<file path="src/rtl/figan_pkg.sv">
// Shared definitions for the pad frame controller: FSM state encoding and
// beat-count helpers derived from frame geometry.
package figan_pkg;

  typedef enum logic [2:0] {
    IDLE   = 3'd0,
    CLEAR  = 3'd1,
    STREAM = 3'd2,
    DRAIN  = 3'd3,
    DONE   = 3'd4
  } state_t;

  // Samples entering the pad stage per frame.
  function automatic int calc_in_beats(input int img_width, input int img_height);
    return img_width * img_height;
  endfunction

  // Samples leaving the pad stage per frame, padding included.
  function automatic int calc_out_beats(input int img_width, input int img_height,
                                        input int pad_top, input int pad_bottom,
                                        input int pad_left, input int pad_right);
    return (pad_left + img_width + pad_right) * (pad_top + img_height + pad_bottom);
  endfunction

endpackage

</file>
<file path="src/rtl/pad_frame_ctrl_beat_counter.sv">
// Saturating handshake-beat counter with flags for "current beat is the last"
// and "all beats seen"; it never wraps past TERMINAL.
module beat_counter #(
  parameter int WIDTH    = 9,
  parameter int TERMINAL = 289
) (
  input  logic clk,
  input  logic rst_n,
  input  logic clear,
  input  logic enable,
  output logic last,
  output logic full
);

  logic [WIDTH-1:0] count;

  // NOTE: sequential state always uses non-blocking (<=) so every flop samples
  // pre-edge values regardless of process evaluation order.
  always_ff @(posedge clk or negedge rst_n) begin
    if (!rst_n) begin
      count <= '0;
    end else if (clear) begin
      count <= '0;
    end else if (enable && !full) begin
      count <= count + 1'b1;
    end
  end

  assign last = (count == WIDTH'(TERMINAL - 1));
  assign full = (count == WIDTH'(TERMINAL));

endmodule

</file>
<file path="src/rtl/pad_frame_ctrl.sv">
// Frame sequencer around an external padding stage: clears it, streams one
// frame in and the padded frame out, repeats for NUM_FRAMES frames.
// Optional stall watchdog: define PAD_FRAME_TIMEOUT_EN.
module pad_frame_ctrl
  import figan_pkg::*;
#(
  parameter int DATA_WIDTH = 16,
  parameter int IMG_WIDTH  = 14,
  parameter int IMG_HEIGHT = 14,
  parameter int PAD_TOP    = 1,
  parameter int PAD_BOTTOM = 2,
  parameter int PAD_LEFT   = 1,
  parameter int PAD_RIGHT  = 2,
  parameter int NUM_FRAMES = 4,
  parameter int CLR_CYCLES = 2
`ifdef PAD_FRAME_TIMEOUT_EN
  , parameter int TIMEOUT_CYCLES = 4096
`endif
) (
  input  logic                  clk,
  input  logic                  rst_n,
  input  logic                  start,
  output logic                  busy,
  output logic [7:0]            frame_idx,
  output logic                  frame_done,
  output logic                  run_done,
  input  logic                  src_valid,
  input  logic [DATA_WIDTH-1:0] src_data,
  output logic                  src_ready,
  output logic                  pad_valid_in,
  output logic [DATA_WIDTH-1:0] pad_data_in,
  input  logic                  pad_ready_in,
  input  logic                  pad_valid_out,
  input  logic [DATA_WIDTH-1:0] pad_data_out,
  output logic                  pad_ready_out,
  output logic                  snk_valid,
  output logic [DATA_WIDTH-1:0] snk_data,
  input  logic                  snk_ready,
  output logic                  pad_clr_n
`ifdef PAD_FRAME_TIMEOUT_EN
  , output logic                timeout
`endif
);

  localparam int IN_BEATS  = calc_in_beats(IMG_WIDTH, IMG_HEIGHT);
  localparam int OUT_BEATS = calc_out_beats(IMG_WIDTH, IMG_HEIGHT, PAD_TOP, PAD_BOTTOM,
                                            PAD_LEFT, PAD_RIGHT);
  localparam int CNT_W     = $clog2(OUT_BEATS + 1);
  localparam int CLR_W     = $clog2(CLR_CYCLES + 1);

  state_t state, next_state;
  logic [CLR_W-1:0] clr_cnt;
  logic active, in_beat, out_beat, in_last, out_last;
  logic in_at_last, in_full, out_at_last, out_full;
  logic clr_done, last_frame;

  assign active     = (state == STREAM) || (state == DRAIN);
  assign in_beat    = src_valid && src_ready;
  assign out_beat   = snk_valid && snk_ready;
  assign in_last    = in_beat && in_at_last;
  assign out_last   = out_beat && out_at_last;
  assign clr_done   = (clr_cnt == CLR_W'(CLR_CYCLES - 1));
  assign last_frame = (frame_idx == 8'(NUM_FRAMES - 1));
  assign busy       = (state != IDLE);

  beat_counter #(.WIDTH(CNT_W), .TERMINAL(IN_BEATS)) u_in_cnt (
    .clk    (clk),
    .rst_n  (rst_n),
    .clear  (!active),
    .enable (in_beat),
    .last   (in_at_last),
    .full   (in_full)
  );

  beat_counter #(.WIDTH(CNT_W), .TERMINAL(OUT_BEATS)) u_out_cnt (
    .clk    (clk),
    .rst_n  (rst_n),
    .clear  (!active),
    .enable (out_beat),
    .last   (out_at_last),
    .full   (out_full)
  );

`ifdef PAD_FRAME_TIMEOUT_EN
  localparam int TW = $clog2(TIMEOUT_CYCLES + 1);
  logic [TW-1:0] stall_cnt;
  logic          timeout_hit;

  assign timeout_hit = active && !out_beat && (stall_cnt == TW'(TIMEOUT_CYCLES - 1));

  always_ff @(posedge clk or negedge rst_n) begin
    if (!rst_n) begin
      stall_cnt <= '0;
      timeout   <= 1'b0;
    end else begin
      stall_cnt <= (active && !out_beat) ? stall_cnt + 1'b1 : '0;
      if (state == IDLE && start) begin
        timeout <= 1'b0;
      end else if (timeout_hit) begin
        timeout <= 1'b1;
      end
    end
  end
`endif

  always_ff @(posedge clk or negedge rst_n) begin
    if (!rst_n) begin
      state <= IDLE;
    end else begin
      state <= next_state;
    end
  end

  // NOTE: every combinational output gets a default first so no path leaves
  // it unassigned and infers a latch.
  always_comb begin
    next_state = state;
    unique case (state)
      IDLE:   if (start) next_state = CLEAR;
      CLEAR:  if (clr_done) next_state = STREAM;
      STREAM, DRAIN: begin
        if (out_last) begin
          next_state = last_frame ? DONE : CLEAR;
        end else if (state == STREAM && in_last) begin
          next_state = DRAIN;
        end
      end
      DONE:    next_state = IDLE;
      default: next_state = IDLE;
    endcase
`ifdef PAD_FRAME_TIMEOUT_EN
    if (timeout_hit) next_state = IDLE;
`endif
  end

  always_comb begin
    src_ready     = 1'b0;
    pad_valid_in  = 1'b0;
    pad_data_in   = '0;
    snk_valid     = 1'b0;
    snk_data      = '0;
    pad_ready_out = 1'b0;
    if (state == STREAM) begin
      src_ready    = pad_ready_in && !in_full;
      pad_valid_in = src_valid && !in_full;
      pad_data_in  = src_data;
    end
    // Gating on out_full keeps any surplus pad output away from the sink.
    if (active) begin
      snk_valid     = pad_valid_out && !out_full;
      snk_data      = pad_data_out;
      pad_ready_out = snk_ready && !out_full;
    end
  end

  // pad_clr_n follows next_state so it is low for exactly the CLEAR cycles.
  always_ff @(posedge clk or negedge rst_n) begin
    if (!rst_n) begin
      frame_idx  <= '0;
      frame_done <= 1'b0;
      run_done   <= 1'b0;
      pad_clr_n  <= 1'b0;
      clr_cnt    <= '0;
    end else begin
      frame_done <= out_last;
      run_done   <= (state == DONE);
      pad_clr_n  <= (next_state != CLEAR);
      clr_cnt    <= (state == CLEAR && !clr_done) ? clr_cnt + 1'b1 : '0;
      if (state == IDLE && start) begin
        frame_idx <= '0;
      end else if (out_last && !last_frame) begin
        frame_idx <= frame_idx + 8'd1;
      end
    end
  end

endmodule

</file>
<file path="config.mk">
export PLATFORM = sky130hd
export DESIGN_NAME = pad_frame_ctrl
export DESIGN_NICKNAME = d
export VERILOG_FILES = /design/src/rtl/figan_pkg.sv /design/src/rtl/pad_frame_ctrl_beat_counter.sv /design/src/rtl/pad_frame_ctrl.sv
export SDC_FILE = /design/constraint.sdc
export NUM_CORES = 1
export LEC_CHECK = 0
export ABC_AREA = 1
export CAP_MARGIN = 40
export CORE_MARGIN = 2
export CORE_UTILIZATION = 35
export CTS_CLUSTER_DIAMETER = 100
export DETAILED_ROUTE_END_ITERATION = 7
export PLACE_DENSITY = 0.7
export SETUP_SLACK_MARGIN = 0.5
export SLEW_MARGIN = 20
export SYNTH_ARGS = -nofsm -noshare
export SYNTH_HDL_FRONTEND = slang
export SYNTH_SLANG_ARGS = --single-unit
</file>
<file path="constraint.sdc">
create_clock -name clk -period 2.8 [get_ports clk]
set_input_delay 0.28 -clock clk [delete_from_list [all_inputs] [get_ports clk]]
set_output_delay 0.28 -clock clk [all_outputs]
set_load 0.01 [all_outputs]
</file>
==> results of run 1 <==
-- kinds of logic (layout without fill, tap and decap cells) --
logic type,Yosys count,after routing,synth area share
AO/OA/AOI/OAI,28,28,0.07010
adder cells (fa/ha/maj),7,7,0.03957
AND/OR/NAND/NOR,158,158,0.3290
XOR/XNOR,11,11,0.04353
flip-flops,34,34,0.3844
buffers and inverters,78,169,0.1334
-- routing by layer --
| metal | global-route usage | vias up | wire (um) |
|---|---|---|---|
| li1 | - | 1149 | - |
| met1 | 0.2107 | 992 | 2383 |
| met2 | 0.2823 | 62 | 2474 |
| met3 | 0.04253 | 5 | 333 |
| met4 | 0.04985 | 0 | 53 |
| met5 | 0 | - | 0 |
-- worst paths after layout --
path	to	slack (ns)	depth (start not counted)
max in group asynchronous	u_out_cnt.count[0]	2.08	2
setup reg to reg	frame_idx[7]	0.93	10
hold reg to reg	run_done	0.43	1
min in group clk	run_done	0.43	1
setup / recovery	snk_data[12]	0.67	4
hold / removal	run_done	0.39	2
-- cells in the mapped netlist --
cell / n / area [sq um]
inv_4: 1 / 6.260
nand3_4: 1 / 17.52
a21oi_1: 3 / 15.01
o21ai_0: 18 / 90.09
xor2_1: 10 / 87.58
nor2_2: 2 / 12.51
dfrtp_1: 34 / 850.8
nand3_1: 23 / 115.1
inv_2: 4 / 15.01
nand2_4: 2 / 22.52
nor2_4: 2 / 22.52
clkbuf_1: 4 / 15.01
xnor2_1: 1 / 8.760
nand4_2: 1 / 12.51
o21ai_2: 1 / 8.760
nand2b_1: 1 / 6.260
ha_1: 7 / 87.58
nand2_1: 45 / 168.9
nor2_1: 58 / 217.7
o31ai_1: 2 / 15.01
o22ai_1: 3 / 18.77
nand2_2: 3 / 18.77
nor3_1: 9 / 45.04
nand4_1: 11 / 68.82
a21boi_0: 1 / 7.510
inv_1: 69 / 259.0
-- power by group through the flow --
stage / Clock (W) / Sequential, W / Combinational (W)
after floorplan: 0 / 0.000544 / 0.0000969
after global placement: 0 / 0.000548 / 0.000199
after detailed placement: 0 / 0.000547 / 0.000206
after CTS: 0.000554 / 0.000539 / 0.000207
after global routing: 0.000577 / 0.000544 / 0.000234
final: 0.000543 / 0.000539 / 0.000202
-- cells in the final DEF (no fill, tap or decap), types with 2 or more instances in the layout --
| master | instances |
|---|---|
| clkdlybuf4s50_1 | 82 |
| inv_1 | 69 |
| nor2_1 | 58 |
| nand2_1 | 45 |
| dfrtp_1 | 32 |
| nand3_1 | 22 |
| o21ai_0 | 18 |
| nand4_1 | 11 |
| xor2_1 | 10 |
| nor3_1 | 9 |
| ha_1 | 7 |
| clkbuf_8 | 5 |
| inv_2 | 4 |
| dlymetal6s2s_1 | 4 |
| nand2_2 | 3 |
| a21oi_1 | 3 |
| o22ai_1 | 3 |
| nor2_2 | 2 |
| nand3_4 | 2 |
| nor2_4 | 2 |
| o31ai_1 | 2 |
| nand2_4 | 2 |
| bufinv_16 | 2 |
| dfrtp_2 | 2 |
-- critical path, cell delays in order (launching register included) --
cell and delay (ns):
dfrtp_1 0.39, inv_2 0.13, nand2_2 0.29, nor2_1 0.19, clkdlybuf4s50_1 0.56
-- state kept, by name, indices dropped and copies added, names as in the netlist --
name	count
frame_idx	8
clr_cnt	2
u_out_cnt.count	9
u_in_cnt.count	9
run_done	1
state	3
frame_done	1
pad_clr_n	1
-- cell type report --
cell class,instances,area [sq um]
flip-flops and latches,34,853.3
fillers,580,2703
multi-input cells,204,1080
clock inverters,3,68.82
inverters,74,280.3
clock buffers,5,68.82
well taps,75,93.84
repair buffers,87,878.3
-- through the flow --
| stage | setup slack (ns) | cells | util | power (W) | hold WS, ns |
|---|---|---|---|---|---|
| after floorplan | 1.203 | 316 | - | 0.0006406 | -0.01559 |
| after global placement | 0.7061 | 474 | 0.5245 | 0.0007468 | 0.4212 |
| after detailed placement | 0.6294 | 474 | 0.5245 | 0.0007537 | 0.4226 |
| after CTS | 0.5129 | 482 | 0.5482 | 0.001300 | 0.4134 |
| after global routing | 0.4916 | 482 | 0.5515 | 0.001355 | 0.4485 |
| final | 0.6734 | 482 | 0.5515 | 0.001284 | 0.3948 |
==> results.yml, run 1 <==
worst_setup_path:
  reg2reg_from: "state[2]"
  cp_max_fo: 23
  crit_path_start_kind: "flop"
  cp.arrival_ns: 1.85
  required_ns: 2.52
  worstSetupStartpoint: "state[2]"
  end_kind: "output port"
  critical_path_class: "reg2out"
clock_tree:
  clkTransAtPathRegs_ns: 0.07
  cts_setup_buffers: 0
  cts_resized: 1
  cts_hold_repair.buffers: 0
  cts_buffers: 5
  cts_buffer_depth: 2
  root_buffer: "clkbuf_8"
  cts_tree: "done"
  htree_levels: 2
  clk_latency_ns: 0.29
  cts_sinks: 34
power_and_ir_drop:
  comb_power_share: 0.158
  p_sw_w: 0.0002990
  p_sw_frac: 0.2328
  p_per_area_mw_per_mm2: 386.5
  p_leak_nw: 1.633
  power.internal_w: 0.0009854
  clkPwrFrac: 0.422
  power_frac_seq: 0.420
  ir_drop_v: 0.0002248
sta:
  fmax_mhz: 470.2
  finalSetupViolCount: 0
  finalHoldViolations: 0
  fin_crit_ns: 2.127
  relSlewSlack: 0.6917
  slew_violations: 0
  fin_skew_ns: 0.005675
  min_period_over_period: 0.7595
  rsz0062_at_grt: "yes"
  setup-tns-final_ns: 0
  worst_slew_pin_slew_ns: 0.4608
drt:
  ant_nets: 0
  firstDrtPassIters: 4
  vias: 2208
  viasPerCell: 4.581
  drt_iter0_markers: 94
  wl_per_cell_um: 10.88
  drc: 0
  wl_um: 5244
layout:
  layout.nets: 452
  n_antenna_cell: 0
  area_growth_pct: 50.14
  stdcell_area_sq_mm: 0.003323
  drive_above_1_share: 0.07125
logic_synthesis:
  avgSynthCellArea_sq_um: 7.004
  synthesis.nets: 362
  yosysWarnings: 0
  netlist_instances: 316
  syn_area_sq_mm: 0.002213
  synthDistinctLibCells: 26
  ys_ff_latch: 34
  synth_seq_area_share: 0.3844
global_routing:
  track_usage: 0.1669
  antenna_found_initial: 0
  grt_max_degree: 35
  grt_pass1_wl_um: 9660
  grt_pass1_vias: 2143
  grt.overflow.total: 0
floorplan:
  dieArea_sq_mm: 0.006976
  coreArea_sq_mm: 0.006026
  die_w_um: 83.53
  start_util: 0.3673
  io_pins: 87
  num_rows: 28
  die_y_um: 83.53
flow_run:
  maxCapViolations: 0
placement:
  io_buffers: 86
  place_area_sq_mm: 0.003161
  dp_hpwl_um: 4115
  gp_congestion: 0.8737
run_status:
  status: "completed"
min_path:
  min_path_type: "in2async"
Note: power is estimated with default switching activity, not from simulation.
==> run 2, diff against run 1 <==
Clock period 2.8 ns to 2 ns, I/O delays scaled along.
==> run 2 against run 1 <==
Compared with the run above: first-iteration DRC count up 72%; register-to-register slack worse by 0.59 ns; die area unchanged; wire length up 31%; largest power group is now sequential cells; non-clock buffer count up 37; hold slack worse by 0.076 ns; clock skew about the same; sequential share of layout area down 4.4 points; utilization up 12 points; global-route usage up 1.2 points; largest cell class unchanged; critical path type is now reg2reg; combinational power up 110%.
==> results.yml, run 2 (synthesized netlist as in run 1, its figures left out) <==
run_status:
  status: "completed"
floorplan:
  die_y_um: 83.53
  dieArea_sq_mm: 0.006976
  start_util: 0.3673
  io_pins: 87
  coreArea_sq_mm: 0.006026
  num_rows: 28
  die_w_um: 83.53
global_routing:
  antenna_found_initial: 0
  grt.overflow.total: 0
  track_usage: 0.1791
  grt_max_degree: 35
  grt_pass1_wl_um: 10430
  grt_pass1_vias: 2254
layout:
  stdcell_area_sq_mm: 0.004030
  reg_top3: "u_in_cnt.count x9, u_out_cnt.count x9, frame_idx x8"
  area_growth_pct: 82.08
  fin_cells: 519
  layout_commonest_cell: "inv_1"
  layout.nets: 489
  drive_above_1_share: 0.4122
  n_antenna_cell: 0
  most-common-layout-cells: "inv_1 (59), clkdlybuf4s50_1 (49), nand2_1 (36)"
clock_tree:
  cts_tree: "done"
  root_buffer: "clkbuf_8"
  cts_hold_repair.buffers: 0
  cts_sinks: 34
  cts_buffer_depth: 2
  cts_buffers: 5
  clk_latency_ns: 0.29
  clkTransAtPathRegs_ns: 0.07
  htree_levels: 2
worst_setup_path:
  crit_chain: "ha_4, nand2_2, nor2_2, nand2_2, buf_6, nand3_4, nor2_4, nand2_4, nand2_8, inv_6, nand2_2, o21ai_2"
  required_ns: 2.18
  slowest_stage: "dfrtp_1"
  cpPeakStageDelay_ns: 0.42
  crit_path_start_kind: "flop"
  cp.arrival_ns: 1.83
  worstSetupStartpoint: "u_out_cnt.count[0]"
  crit_top_cell: "nand2_2"
  rr_worst_depth: 12
  critical_path_class: "reg2reg"
  end_kind: "flop"
  reg2reg_from: "u_out_cnt.count[0]"
  cp_max_fo: 6
  reg2reg_setup_slack_ns: 0.34
  worstReg2RegEnd: "frame_idx[7]"
drt:
  vias: 2511
  wl_per_cell_um: 13.21
  drc: 0
  firstDrtPassIters: 4
  wl_um: 6856
  viasPerCell: 4.838
  ant_nets: 0
  drt_iter0_markers: 162
sta:
  fmax_mhz: 604.2
  fin_crit_ns: 1.655
  worst_slew_pin_slew_ns: 0.4380
  min_period_over_period: 0.8275
  slew_violations: 0
  rsz0062_at_grt: "yes"
  finalWorstSetupSlack_ns: 0.3449
  fin_skew_ns: 0.006112
  setup-tns-final_ns: 0
  finalHoldViolations: 0
  finalSetupViolCount: 0
  relSlewSlack: 0.7080
flow_run:
  maxCapViolations: 0
power_and_ir_drop:
  power_frac_seq: 0.445
  ir_drop_v: 0.0004017
  power.internal_w: 0.001220
  p_sw_frac: 0.2839
  p_per_area_mw_per_mm2: 422.9
  comb_power_share: 0.244
  p_leak_nw: 1.896
  p_sw_w: 0.0004839
  clkPwrFrac: 0.311
placement:
  gp_congestion: 0.8959
  dpl_worst_slack_ns: 0.1980
  dp_hpwl_um: 4226
  io_buffers: 86
  place_area_sq_mm: 0.003193
  dp_cells: 477
min_path:
  min_path_type: "in2async"
run 2: changes by cell type in the layout (fill, tap and decap cells not counted), moves of 10 or more:
cell and delta:
buf_2 +13, buf_4 +26, buf_6 +29, clkdlybuf4s50_1 -33
inv_1 -10, nor2_1 -36, nor2_2 +11, nor2_4 +25
o21ai_0 -15, o21ai_1 +10
run 2: repair_timing:
| action | in CTS | in global routing |
|---|---|---|
| endpoints found under the setup margin | 62 | 68 |
| pin swaps | 14 | 16 |
| hold endpoints to repair | 0 | 0 |
| buffers inserted | 18 | 13 |
| cloned | 1 | 2 |
| resized for setup | 183 | 138 |
run 2: layout make-up:
type | count | area, sq um
clock buffers | 7 | 86.33
flip-flops and latches | 34 | 855.8
multi-input cells | 204 | 1513
fillers | 476 | 1996
well taps | 75 | 93.84
clock inverters | 1 | 5.005
inverters | 74 | 294.0
repair buffers | 124 | 1182
run 2: metrics by stage:
step | hold slack (ns) | utilization | total power [W]
after floorplan | -0.09559 | - | 0.0008968
after CTS | 0.3377 | 0.5791 | 0.001641
after detailed placement | 0.4162 | 0.5299 | 0.001055
after global placement | 0.4120 | 0.5299 | 0.001045
final | 0.3187 | 0.6688 | 0.001704
after global routing | 0.3662 | 0.6688 | 0.001806
run 2: worst max-delay path, delay by kind of cell, from the launching register on:
kind / cells / cell delay (ns)
flops: 1 / 0.42
simple gates: 8 / 0.74
fa+ha+maj: 1 / 0.18
buf+inv: 2 / 0.16
compound gates: 1 / 0.04
run 2: worst max-delay path by stage:
| stage | to | cells after the start |
|---|---|---|
| 4_1_cts | src_ready | 8 |
| 3_3_place_gp | pad_valid_in | 4 |
| 2_1_floorplan | u_in_cnt.count[5] | 12 |
| 6_report | frame_idx[7] | 12 |
| 5_1_grt | frame_idx[1] | 12 |
| 3_5_place_dp | src_ready | 8 |
run 2: power groups by stage:
| stage | clock network, W | registers [W] | logic, W |
|---|---|---|---|
| after floorplan | 0 | 0.000761 | 0.000136 |
| after global placement | 0 | 0.000766 | 0.000279 |
| after detailed placement | 0 | 0.000766 | 0.000289 |
| after CTS | 0.000538 | 0.000755 | 0.000349 |
| after global routing | 0.000587 | 0.000761 | 0.000458 |
| final | 0.000529 | 0.000758 | 0.000417 |
run 2: per-layer routing:
metal,global-route usage,share of wire,up-vias,wire [um]
met5,0,0,-,0
met4,0.04692,0.0079,0,54
met3,0.04550,0.062,6,425
met2,0.2984,0.50,80,3425
met1,0.2326,0.43,1192,2951
li1,-,-,1233,-
==> run 3, diff against run 2 <==
Settings changed: PLACE_DENSITY 0.7 to 0.72.
Clock period 2 ns to 1.5 ns, I/O delays scaled along.
==> run 3 against run 2 <==
Compared with the run above: the flow now finishes with violations (negative setup slack); clock power rose by 26%; first-iteration DRC count fell by 15%; sequential power rose by 31%; register-to-register slack got worse by 0.59 ns; total power rose by 39%; utilization rose by 9.1 points; setup slack got worse by 0.59 ns; final area rose by 14%; critical path depth fell by 1; maximum frequency fell by 5.1%; non-clock buffer count rose by 50; critical endpoint is now frame_idx[5]; largest power group unchanged.
==> results.yml, run 3 (synthesized netlist as in run 1, its figures left out) <==
clock_tree:
  cts_tree: "done"
  root_buffer: "clkbuf_8"
  clkTransAtPathRegs_ns: 0.07
  cts_buffer_depth: 2
  cts_buffers: 5
  htree_levels: 2
  cts_sinks: 34
  clk_latency_ns: 0.28
  cts_hold_repair.buffers: 0
layout:
  most-common-layout-cells: "inv_1 (61), buf_6 (60), buf_4 (51)"
  layout.nets: 539
  seqCellArea_sq_um: 853.3
  layout_commonest_cell: "inv_1"
  fill_cells: 411
  area_growth_pct: 106.9
  drive_above_1_share: 0.4959
  multi_input_area_sq_mm: 0.001530
  reg_top3: "u_in_cnt.count x9, u_out_cnt.count x9, frame_idx x8"
  fin_util: 0.7600
  n_antenna_cell: 0
  stdcell_area_sq_mm: 0.004579
worst_setup_path:
  critical_path_class: "reg2reg"
  critPathCapture: "frame_idx[5]"
  worstReg2RegEnd: "frame_idx[5]"
  cp_max_fo: 6
  reg2reg_setup_slack_ns: -0.24
  reg2reg_from: "u_out_cnt.count[0]"
  cpPeakStageDelay_ns: 0.42
  worstSetupStartpoint: "u_out_cnt.count[0]"
  end_kind: "flop"
  cp.arrival_ns: 1.93
  required_ns: 1.69
  rr_worst_depth: 11
  crit_chain: "ha_4, nand2_2, nor2_2, nand2_2, buf_12, nand3_4, nor2_4, nand2_4, nand2_4, nand2_1, o21ai_1"
  slowest_stage: "dfrtp_1"
  crit_path_start_kind: "flop"
power_and_ir_drop:
  p_leak_nw: 2.221
  ir_drop_v: 0.0005673
  p_per_area_mw_per_mm2: 518.5
sta:
  finalSetupViolCount: 55
  setup-tns-final_ns: -6.140
  fin_crit_ns: 1.744
  finalWorstSetupSlack_ns: -0.2445
  rsz0062_at_grt: "yes"
  fin_skew_ns: 0.002428
  min_period_over_period: 1.163
  worst_slew_pin_slew_ns: 0.3147
  slew_violations: 0
  finalHoldViolations: 0
  fmax_mhz: 573.2
  relSlewSlack: 0.7897
drt:
  drt_iter0_markers: 137
  firstDrtPassIters: 4
  viasPerCell: 4.783
  drc: 0
  wl_um: 7659
  wl_per_cell_um: 13.51
  ant_nets: 0
  vias: 2712
run_status:
  status: "finished with violations"
  violations: "negative setup slack"
global_routing:
  grt.overflow.total: 0
  track_usage: 0.2032
  antenna_found_initial: 0
  grt_max_degree: 35
  grt_pass1_vias: 2628
  grt_pass1_wl_um: 11770
floorplan:
  coreArea_sq_mm: 0.006026
  start_util: 0.3673
  io_pins: 87
  die_y_um: 83.53
  num_rows: 28
  die_w_um: 83.53
  dieArea_sq_mm: 0.006976
flow_run:
  maxCapViolations: 0
min_path:
  min_path_type: "in2async"
placement:
  gp_congestion: 0.8511
  dp_hpwl_um: 4593
  place_area_sq_mm: 0.003752
  io_buffers: 86
-- run 3: changes by cell type in the layout (fill, tap and decap cells not counted), sizes merged --
cell,before,now
clkinv,1,0
clkbuf,10,7
clkdlybuf4s50,49,38
buf,72,135
clkinvlp,1,0
inv,73,74
-- run 3: per-stage QoR --
stage	setup WS (ns)	power (W)	cells	hold slack (ns)
2_1_floorplan	0.02099	0.001229	316	-0.1456
3_3_place_gp	-0.1269	0.001568	522	0.4199
3_5_place_dp	-0.1583	0.001584	522	0.4274
4_1_cts	-0.1258	0.002314	558	0.2457
5_1_grt	-0.3071	0.002497	567	0.2546
6_report	-0.2445	0.002374	567	0.2366
-- run 3: worst min-delay path by stage --
stage	from	to	slack, ns	cells after the start
floorplan	rst_n	clr_cnt[0]	-0.15	0
global placement	clr_cnt[0]	clr_cnt[0]	0.42	1
detailed placement	clr_cnt[0]	clr_cnt[0]	0.43	1
CTS	rst_n	frame_idx[6]	0.25	2
global route	rst_n	frame_idx[4]	0.25	2
finish	rst_n	frame_idx[7]	0.24	2
-- run 3: worst max-delay path: cells and delay by family, from the launching register on --
kind	cells	cell delay, ns
DFF	1	0.42
AOI/OAI and AO/OA	1	0.12
adders and majority gates	1	0.17
and+or+nand+nor	8	0.81
buffers and inverters	1	0.12
-- run 3: repair_timing --
action,in CTS,in global routing
pin swaps,20,15
buffers inserted,30,8
gates cloned,0,1
setup endpoints to repair,81,78
resized for setup,259,74
-- run 3: metal layers --
layer,part of all wire,vias up,GRT usage
met4,0.020,0,0.06598
met3,0.042,13,0.04154
li1,-,1327,-
met1,0.38,1291,0.2348
met2,0.56,81,0.3739
met5,0,-,0
-- run 3: where the power goes --
part,switching (W),internal [W]
registers,0.0000326,0.000962
clock network,0.000310,0.000354
logic,0.000312,0.000404
total,0.000655,0.00172
-- run 3: area by class of cell --
type                            instances  area share
Inverter                               74     0.06230
Multi-Input combinational cell        204      0.3342
Tap cell                               75     0.02049
Sequential cell                        34      0.1863
Clock buffer                            6     0.01803
Timing Repair Buffer                  174      0.3787
